[config.mk]
export PLATFORM = sky130hd
export DESIGN_NAME = piso_reg
export DESIGN_NICKNAME = d
export VERILOG_FILES = /design/src/rtl/piso_pkg.sv /design/src/rtl/piso_reg.sv
export SDC_FILE = /design/constraint.sdc
export NUM_CORES = 1
export LEC_CHECK = 0
export BUFFER_PORTS_ARGS = -buffer_cell sky130_fd_sc_hd__buf_2
export CORE_UTILIZATION = 35
export CTS_CLUSTER_SIZE = 8
export DETAILED_ROUTE_END_ITERATION = 6
export GPL_ROUTABILITY_DRIVEN = 0
export PLACE_DENSITY = 0.66
export SETUP_SLACK_MARGIN = 0.1
export SLEW_MARGIN = 20
export SYNTH_ARGS = -nofsm -noshare
export SYNTH_HDL_FRONTEND = slang
export SYNTH_SLANG_ARGS = --single-unit
[constraint.sdc]
create_clock -name clk_in -period 1.6 [get_ports clk_in]
set_input_delay 0.08 -clock clk_in [delete_from_list [all_inputs] [get_ports clk_in]]
set_output_delay 0.08 -clock clk_in [all_outputs]
set_load 0.02 [all_outputs]
[src/rtl/piso_pkg.sv]
// Shared definitions for the piso_reg parallel-in serial-out shifter.
// Holds the default word size and the counter width helper.
package piso_pkg;

    localparam int PISO_DEFAULT_SIZE = 8;

    function automatic int clog2(input int value);
        int r;
        r = 0;
        for (int i = 0; i < 31; i++) begin
            if ((1 << i) < value) begin
                r = i + 1;
            end
        end
        return r;
    endfunction

endpackage

[src/rtl/piso_reg.sv]
// Continuous back-to-back parallel-in serial-out shift register, MSB first.
// Define PISO_LSB_FIRST_EN to emit each word LSB first instead.
module piso_reg
    import piso_pkg::*;
#(
    parameter int SIZE = PISO_DEFAULT_SIZE
) (
    input  logic            clk_in,
    input  logic            reset_in,
    input  logic [SIZE-1:0] data_in,
    output logic            r_data_out
);

    localparam int CW = clog2(SIZE);
    localparam logic [CW-1:0] LAST = CW'(SIZE - 1);

    logic [SIZE-1:0] word_q;
    logic [CW-1:0]   cnt_q;
    logic [CW-1:0]   sel;
    logic            boundary;
    logic            first_bit;

`ifdef PISO_LSB_FIRST_EN
    assign sel       = cnt_q;
    assign first_bit = data_in[0];
`else
    assign sel       = LAST - cnt_q;
    assign first_bit = data_in[SIZE-1];
`endif

    // Unreachable counter codes restart the word rather than lock up.
    if ((1 << CW) == SIZE) begin : g_pow2
        assign boundary = (cnt_q == '0);
    end else begin : g_npow2
        assign boundary = (cnt_q == '0) || (cnt_q > LAST);
    end

    always_ff @(posedge clk_in or posedge reset_in) begin
        if (reset_in) begin
            word_q     <= '0;
            cnt_q      <= '0;
            r_data_out <= 1'b0;
        end else if (boundary) begin
            word_q     <= data_in;
            r_data_out <= first_bit;
            cnt_q      <= CW'(1);
        end else begin
            r_data_out <= word_q[sel];
            cnt_q      <= (cnt_q == LAST) ? '0 : cnt_q + CW'(1);
        end
    end

endmodule

==> summary.md <==
| Metric | Value |
|---|---|
| Seq cells post-synth | 12 |
| Clock net sink count | 12 |
| Top FF cell, synth | dfrtp_1 |
| Sw Pwr | 0.109 mW |
| PnR worst setup slack | 0.221 ns |
| Reg2reg path depth | 4 |
| Slew Viols, Final | 0 |
| Global-route wire length before repair | 1500 um |
| Met2 Use GR | 0.175 |
| DP HPWL | 606 um |
| Max-cap violations | 0 |
| Crit path kind | flip-flop to flip-flop |
| Clock Power Share | 0.332 |
| Sequential area share after synthesis | 0.549 |
| RSZ-0062 raised after global routing | false |
| Row cnt | 13 |
| Status | finished, final reports clean |
| Count leader, synth | dfrtp_1 |
| Die span in x | 41.5 um |
| Fraction of registers with async set/reset | 1.00 |
| Clk buf depth | 2 |
| Clk_lat worst skew | 0.27 ns |
| Final hold slack | 0.0372 ns |
| Clk_skew | 0.00936 ns |
| Port Buffer Count | 10 |
| Met3 usage | 0.0783 |
| Clk slew on worst S/H paths | 0.07 ns |
| Initial core utilization | 0.395 |
| Via count | 339 |
| Yosys top cell area share | 0.549 |
| Avg Cell Area, Syn | 14.0 sq um |
| Endpoint class of the critical path | flip-flop |
| Die Y | 41.5 um |
| Synth area leader | dfrtp_1 |
| Slew @ Worst Pin | 0.451 ns |
| Placed Instances | 64 |
| Core outline area | 1380 sq um |
| Largest fanout on the critical path | 4 |
| Post-layout min period | 1.38 ns |
| Worst Hold Class | input pin to flip-flop |
| Drt initial violations | 4 |
| Met1 Use GR | 0.146 |
| Antenna violations before repair | 0 |
| Wire per inst | 11.8 um |
| Worst EP arrival | 1.57 ns |
| Hold Path End | word_q[1] |
| Synth top area cells | dfrtp_1 (55%), mux2_2 (16%), ha_1 (6.9%), mux4_1 (4.8%), mux2i_1 (3.7%) |
| Post-layout nets | 68 |
| WL final | 801 um |
| Diodes inserted | 0 |
| Post-synth EDFFs | 0 |
| Setup tns final | 0 ns |
| Most Crowded Layer GR | met2 |
| Layout Cells excl Fill | 68 |
| # setup viols final | 0 |
| Pre-CTS setup slack | 0.0528 ns |
| WP data required | 1.79 ns |
| Syn Inst Count | 39 |
| Grt ovf | 0 |
| Largest net degree at the start of global routing | 13 |
| ANT nets after route | 0 |
| Total GRT Usage | 0.121 |
| F_max | 725 MHz |
| Pwr Density | 809 nW/um^2 |
| Critical R2R Launch | cnt_q[1] |
| Slew HR | 0.699 |
| Top post-synthesis cells by count | dfrtp_1 (12), mux2_2 (8), inv_1 (4), ha_1 (3) |
| Final Hold Viols | 0 |
| Combinational power share | 0.069 |
| Layout cell share with drive strength beyond 1 | 0.434 |
| TritonCTS clock tree | done |
| R2r endpoint | r_data_out |
| Pre-antenna DRT Iters | 2 |
| Synth Net Count | 52 |
| Start point of the worst hold path | data_in[1] |
| Reg2Reg Setup Slack | 0.22 ns |
| P_int | 0.423 mW |
| Clock root buffer master | clkbuf_4 |
| Worst setup SP type | flip-flop |
| Number of global-route vias before repair | 341 |
| Hold Path Cell Cnt | 2 |
| Remaining DRCs | 0 |
| Switching Share | 0.205 |
| Number of vias per cell | 4.99 |
| Sequential power share | 0.599 |
| Postcts setup bufs | 0 |
| DIE AREA | 1720 sq um |
| H-tree depth | 1 |
| Netlist cell types | 14 |
| Synthesized area | 547 sq um |
| Fin crit share | 0.862 |
| Synthesis Warnings | 0 |
| Leak | 0.331 nW |
| Num CTS Buffers | 3 |
| Worst vdd ir | 465 uV |
| I/O pins | 11 |
| Area grow syn2layout | 20.4% |
==> power groups by stage <==
stage          Clock (mW)  Combinational [mW]  Sequential, mW
3_5_place_dp            0              0.0358           0.325
6_report            0.177              0.0367           0.319
5_1_grt             0.195              0.0417           0.321
2_1_floorplan           0              0.0191           0.326
4_1_cts             0.187              0.0376           0.319
3_3_place_gp            0              0.0354           0.325
==> routing by layer <==
| metal | part of all wire | vias up |
|---|---|---|
| met4 | 0 | 0 |
| met1 | 0.49 | 162 |
| met2 | 0.45 | 9 |
| met3 | 0.057 | 0 |
| met5 | 0 | - |
| li1 | - | 168 |
==> area by class of cell <==
type                    instances  area, sq um
well taps                      15         18.8
repair buffers                 12         67.6
flip-flops and latches         12          300
inverters                       4         15.0
multi-input cells              22          234
fillers                       127          724
clock buffers                   3         22.5
==> state kept, by name, indices dropped and copies added, names as in the netlist <==
signal,flops
word_q,8
r_data_out,1
cnt_q,3
==> layout by cell type, fill, tap and decap left out <==
| cell type | instances |
|---|---|
| dfrtp_1 | 12 |
| buf_2 | 10 |
| mux2_2 | 8 |
| inv_1 | 4 |
| ha_1 | 3 |
| clkbuf_4 | 3 |
| mux2i_1 | 2 |
| or3_1 | 2 |
| nand2b_4 | 1 |
| and3b_1 | 1 |
| o21ai_0 | 1 |
| and2_1 | 1 |
| a21oi_1 | 1 |
| mux4_1 | 1 |
| a32oi_1 | 1 |
| dlygate4sd3_1 | 1 |
| buf_4 | 1 |
==> cells by family after synthesis <==
| kind of cell | count (synthesis) | share of synthesized area |
|---|---|---|
| flops | 12 | 0.549 |
| simple gates | 5 | 0.0618 |
| mux | 11 | 0.249 |
| compound gates | 3 | 0.0343 |
| fa+ha+maj | 3 | 0.0687 |
| buf+inv | 5 | 0.0366 |
==> critical path: stages (launching register included) <==
cell     delay, ns
dfrtp_1       0.40
inv_1         0.08
ha_1          0.24
or3_1         0.40
a32oi_1       0.18
==> worst max path at each step <==
stage	startpoint	cells after the start	slack [ns]	end
2_1_floorplan	cnt_q[0]	5	0.16	word_q[0]
3_3_place_gp	cnt_q[1]	4	0.11	word_q[6]
3_5_place_dp	cnt_q[1]	4	0.05	word_q[0]
4_1_cts	cnt_q[1]	4	0.18	word_q[0]
5_1_grt	cnt_q[1]	4	0.13	r_data_out
6_report	cnt_q[1]	4	0.22	r_data_out
==> metrics by stage <==
stage	power, mW	utilization	instance area, sq um
after floorplan	0.345	-	547
after global placement	0.361	0.447	618
after detailed placement	0.361	0.447	618
after CTS	0.544	0.472	653
after global routing	0.558	0.476	658
final	0.533	0.476	658
==> what timing repair did <==
action                     4_1_cts  5_1_grt
gates resized for setup          1        1
pin swaps                        0        0
setup endpoints to repair        8        1
hold endpoints to repair        12        0
hold buffers                     1        0
gates cloned                     0        0
Note: power is estimated with default switching activity, not from simulation.
